### src/rtl/pos_pkg.sv
// Shared constants for the per-wheel encoder position counters.
package pos_pkg;

  localparam int POS_W     = 16;
  localparam int CLR_TRIP  = 0;
  localparam int CLR_ACCUM = 1;

endpackage

### src/rtl/pos_edge_detect.sv
// Sensor rising-edge detector producing a one-cycle strobe.
// Optional 2-flop input synchronizer is enabled by defining POS_SENSOR_SYNC_EN.
module pos_edge_detect
  import pos_pkg::*;
(
  input  logic clk,
  input  logic rst,
  input  logic sensor,
  output logic o_edge
);

  logic w_sensor;
  logic r_sensor_d;

`ifdef POS_SENSOR_SYNC_EN
  logic r_sync1;
  logic r_sync2;

  always_ff @(posedge clk) begin
    if (rst) begin
      r_sync1 <= 1'b1;
      r_sync2 <= 1'b1;
    end else begin
      r_sync1 <= sensor;
      r_sync2 <= r_sync1;
    end
  end

  assign w_sensor = r_sync2;
`else
  assign w_sensor = sensor;
`endif

  // NOTE: the delayed sample resets high so a sensor already asserted at
  // reset release is treated as old level, not as a fresh edge.
  always_ff @(posedge clk) begin
    if (rst) r_sensor_d <= 1'b1;
    else     r_sensor_d <= w_sensor;
  end

  assign o_edge = w_sensor & ~r_sensor_d;

endmodule

### src/rtl/pos_counter.sv
// Per-wheel encoder pulse counter: trip counter pos1 and rebasable accumulator pos2.
// Define POS_SENSOR_SYNC_EN to insert a 2-flop synchronizer ahead of the edge detector.
module pos_counter
  import pos_pkg::*;
#(
  parameter int W = POS_W
) (
  input  logic         clk,
  input  logic         rst,
  input  logic         sensor,
  input  logic [1:0]   clear,
  input  logic         subtract,
  input  logic [W-1:0] distance,
  output logic [W-1:0] pos1,
  output logic [W-1:0] pos2
);

  logic         w_edge;
  logic [W-1:0] w_inc;
  logic [W-1:0] w_dec;
  logic [W-1:0] r_pos1;
  logic [W-1:0] r_pos2;

  pos_edge_detect u_edge (
    .clk    (clk),
    .rst    (rst),
    .sensor (sensor),
    .o_edge (w_edge)
  );

  assign w_inc = {{(W-1){1'b0}}, w_edge};
  assign w_dec = subtract ? distance : '0;

  // NOTE: state registers use non-blocking assignments so every counter
  // samples the pre-edge values of its neighbours.
  always_ff @(posedge clk) begin
    if (rst) begin
      r_pos1 <= '0;
      r_pos2 <= '0;
    end else begin
      if (clear[CLR_TRIP]) r_pos1 <= '0;
      else                 r_pos1 <= r_pos1 + w_inc;

      // Rebase and a coincident edge are both applied so no count is lost.
      if (clear[CLR_ACCUM]) r_pos2 <= '0;
      else                  r_pos2 <= r_pos2 - w_dec + w_inc;
    end
  end

  assign pos1 = r_pos1;
  assign pos2 = r_pos2;

endmodule

### config.mk
export PLATFORM = sky130hd
export DESIGN_NAME = pos_counter
export DESIGN_NICKNAME = d
export VERILOG_FILES = /design/src/rtl/pos_pkg.sv /design/src/rtl/pos_edge_detect.sv /design/src/rtl/pos_counter.sv
export SDC_FILE = /design/constraint.sdc
export NUM_CORES = 1
export LEC_CHECK = 0
export ABC_CLOCK_PERIOD_IN_PS = 4100
export CORE_ASPECT_RATIO = 1.2
export CORE_MARGIN = 2
export CORE_UTILIZATION = 36
export CTS_BUF_LIST = sky130_fd_sc_hd__clkbuf_16
export CTS_CLUSTER_SIZE = 25
export DETAILED_ROUTE_END_ITERATION = 8
export PLACE_DENSITY_LB_ADDON = 0.08
export REMOVE_ABC_BUFFERS = 1
export SLEW_MARGIN = 25
export SYNTH_ARGS = -nofsm -noshare
export SYNTH_HDL_FRONTEND = slang
export SYNTH_SLANG_ARGS = --single-unit
### constraint.sdc
create_clock -name clk -period 4.1 [get_ports clk]
set_clock_uncertainty 0.15 [all_clocks]
set_input_delay 1.23 -clock clk [delete_from_list [all_inputs] [get_ports clk]]
set_output_delay 1.23 -clock clk [all_outputs]
set_load 0.005 [all_outputs]
=== After elaboration in Yosys (flattened, before gate mapping) ===
Index checks and enable logic that the tools add are counted.

* Flip-flop bits (word level): 33
* Output and inout port bits: 32
* Logic and storage cells: 11

* Add/sub/neg operators: 3
* Multiplexer cells: 1
* Bitwise operators: 2
* Reduce and logical (&&, ||, !) cells: 2

{| class="wikitable"
|+ Operators with widths
! cell !! count
|-
| $add 16x1->16 || 2
|-
| $mux 16 || 1
|-
| $sub 16x16->16 || 1
|-
| $reduce_or 2->1 || 2
|-
| $and 1x1->1 || 1
|-
| $not 1->1 || 1
|}

=== Longest topological paths before layout ===
* Word-level depth: 3
* Depth in mapped cells: 10
* Gate-level depth less buffers: 10

=== Modules after synthesis ===
Synthesis repeated with hierarchy kept, for this count alone.

* Cell total of the unflattened synthesis: 250
* Area, all modules: 2138.3 um^2

{| class="wikitable"
|+ By module, submodules not included
! module !! times used !! cells each !! area each (um^2) !! seq. area each (um^2)
|-
| pos_counter || 1 || 247 || 2105.8 || 640.6
|-
| pos_edge_detect || 1 || 3 || 32.5 || 20.0
|}

=== Worst setup path before layout ===
Ideal clock, no wire load.

* Path type: input -> register
* Start: input port subtract
* End: register r_pos2[10], in the netlist pos2[10]
* Arrival: 3.304 ns
* Required time: 3.836 ns
* Setup slack: 0.532 ns
* Stages on the path: 9
* Buffers on the path: 1
* Cell sequence: clkbuf_1 -> nand2_1 -> ha_1 -> fa_1 -> a21o_1 -> a311o_2 -> a31oi_4 -> xor2_1 -> nor2_1

* Longest elaborated chain between the ends: 3

{| class="wikitable"
|+ RTL lines
! what !! line !! RTL
|-
| start: declaration || pos_counter.sv:12 || <nowiki>input logic subtract,</nowiki>
|-
| $mux 16 || pos_counter.sv:32 || <nowiki>assign w_dec = subtract ? distance : '0;</nowiki>
|-
| $sub 16x16->16 || pos_counter.sv:46 || <nowiki>else r_pos2 <= r_pos2 - w_dec + w_inc;</nowiki>
|-
| $add 16x1->16 || pos_counter.sv:46 ||
|-
| end signal: assignment || pos_counter.sv:46 ||
|-
| end: declaration || pos_counter.sv:22 || <nowiki>logic [W-1:0] r_pos2;</nowiki>
|}

Every way passes these cells.
A chain may end at the register's enable or synchronous reset.

=== Worst setup path in the final report ===
Ends and elaborated chain as after synthesis.

==> results.md <==
- Hold_buf cts: 0
- Routed length per instance: 13.20 um
- Commonest non-fill, non-tap cell in the layout: clkdlybuf4s50_1
- CTS tree: built
- Starting Density: 37.65%
- Mean Syn Cell Area: 8.971 um^2
- Top sig layer: met4
- Final wirelength: 5094 um
- Met2 Wirelength: 2618 um
- Storage cell area: 660.6 um^2
- Critical Path Max Stage Delay: 0.48 ns
- Crit-path slowest cell: clkdlybuf4s50_1
- Crit path max fanout: 4
- I/O pins: 54
- Fin nets: 360
- Vias in the first global route: 1882
- Syn Inst Count: 241
- Setup violators final: 0
- Largest net degree at the start of global routing: 17
- Setup TNS: 0 ns
- Worst-Skew Late Latency: 0.28 ns
- Syn-to-layout area delta: 37.09%
- Hold crit path type: flop to flop
- Critical Setup Path Class: input pin to flop
- Worst r2r path cells: 10
- Peak supply drop: 0.3215 mV
- Footprint of the multi-input gates: 1441 um^2
- Max Freq: 0.2619 GHz
- RePlAce Congestion: 0.7818
- Detailed Routing Iterations Pass 1: 4
- Chip Height: 88.90 um
- Pwr/cell area: 524.9 nW/um^2
- DRT iter0 DRCs: 30
- Grt ovf: 0
- Total of max-cap violations: 0
- Clk buf depth: 2
- RSZ-0062 raised after global routing: no
- Die Wd: 74.75 um
- CTS root buf: clkbuf_16
- Yosys Warn Count: 0
- Port bufs: 53
- Via Count: 1891
- Post-CTS resize count: 0
- Post-route DRC: 0
- Share of layout cells above drive strength 1: 9.150%
- Num CTS Buffers: 5
- Synthesized area: 2162 um^2
- Core area: 5743 um^2
- Critical Path Sink Type: flop
- Final hold violations: 0
- All-Layer GR Usage: 16.70%
- Vias per cell: 4.899
- CP Cell Sequence: clkdlybuf4s50_1, and2_1, ha_1, inv_1, ha_1, fa_1, a21o_1, a311o_2, a31oi_4, xor2_1, nor2_1
- Placement Cell Area: 2826 um^2
- Slew @ Worst Pin: 0.4457 ns
- Crit path arrival time: 3.83 ns
- Register area share after synthesis: 30.56%
- H-tree levels: 2
- Met3 WL: 163 um
- Final min period: 3.819 ns
- Ys flop type: dfxtp_1
- Reg clk slew, reported paths: 0.05 ns
- Startpoint types: input pin
- Yosys reg bits: 33
- FFs w/ async S/R, synth: 0%
- LEAKAGE: 1.265 nW
- Postcts setup bufs: 0
- Site row count: 30
- Worst slew margin: 70.04%
- Synth cell types: 42
- Global-route wire length before repair: 8452 um
- Most frequent CP cell: ha_1
- Design area: 2964 um^2
- Post-DP HPWL: 4033 um
- Slew Viols, Final: 0
- Power consumption: 1.556 mW
- Diodes inserted: 0
- TritonCTS Sinks: 33
- Layout fillers: 567
- Status: completed
- Post-route ant nets: 0
- Die Area: 6644 um^2
- Hold path depth: 2
- Final Cycle Share: 93.15%
- Commonest non-fill, non-tap cells in the layout: 53 x clkdlybuf4s50_1, 33 x dfxtp_1, 32 x ha_1
- Post-synth EDFFs: 0
- CP required: 4.11 ns
- Initial antenna violation count: 0
- DRT met1 WL: 2237 um
-- final cells by class --
class | count | share of cell area [%]
inverter | 7 | 0.8865
multi-input combinational | 196 | 48.63
tap | 80 | 3.377
clock inverter | 3 | 0.4221
clock buffer | 5 | 4.221
timing repair buffer | 62 | 20.18
sequential | 33 | 22.29
-- cell families after synthesis --
group | synth area share, %
AO/OA/AOI/OAI | 15.80
XOR/XNOR | 9.722
adder cells (fa/ha/maj) | 19.44
buffers and inverters | 2.778
flip-flops | 30.56
AND/OR/NAND/NOR | 21.24
multiplexers | 0.4630
-- sequential cells by signal (all words and copies together) (netlist names) --
signal             flops
pos1                  16
pos2                  16
u_edge.r_sensor_d      1
-- per-layer routing --
layer	vias up	GRT usage [%]
met4	0	5.844
met5	-	0
li1	989	-
met2	36	29.85
met1	861	19.71
met3	5	3.269
-- through the flow --
step           worst slack, ns  hold slack [ns]  utilization (%)  instances
2_1_floorplan           0.5933           0.3456                -        236
3_3_place_gp          0.009052           0.3458            49.22        378
3_5_place_dp          -0.01594           0.3443            49.22        378
4_1_cts                 0.2714           0.3628            51.61        386
5_1_grt                 0.1396           0.3939            51.61        386
6_report                0.2810           0.3552            51.61        386
-- worst paths after layout --
check | from | to | slack (ns)
max reg2reg | u_edge.r_sensor_d | pos2[10] | 1.40
min | pos1[15] | pos1[15] | 0.36
min reg2reg | pos1[15] | pos1[15] | 0.36
max | subtract | pos2[10] | 0.28
-- worst max-delay path, delay by kind of cell --
| family | cells | cell delay (ns) |
|---|---|---|
| AOI/OAI and AO/OA | 3 | 0.83 |
| xor gates and xnor gates | 1 | 0.17 |
| adders and majority gates | 3 | 0.84 |
| buffers and inverters | 2 | 0.52 |
| and+or+nand+nor | 2 | 0.22 |
-- synth_stat cells (2+ instances only) --
master    count  area (um^2)
a21oi_1      13        65.06
and4_1        3        26.28
o31ai_1       2        15.01
dfxtp_1      33        660.6
xor2_1       13        113.9
nor2_1       27        101.4
or2_2         3        18.77
o21ai_2       2        17.52
nor3_1        4        20.02
buf_6         2        22.52
and2_1        4        25.02
or3_1         2        12.51
nand4_1       5        31.28
o21a_1        3        22.52
clkbuf_1      3        11.26
o211a_1       2        20.02
nand2_1      24        90.09
nand3_1      10        50.05
o21ai_0       3        15.01
and3_1        6        37.54
ha_1         32        400.4
xnor2_1      11        96.34
a21o_1        9        67.56
inv_1         7        26.28
-- report_power, final --
part	internal, mW	switching (mW)
Combinational	0.402	0.413
Clock	0.219	0.134
Sequential	0.363	0.0237
Total	0.985	0.571
(Power assumes the default switching activity.)
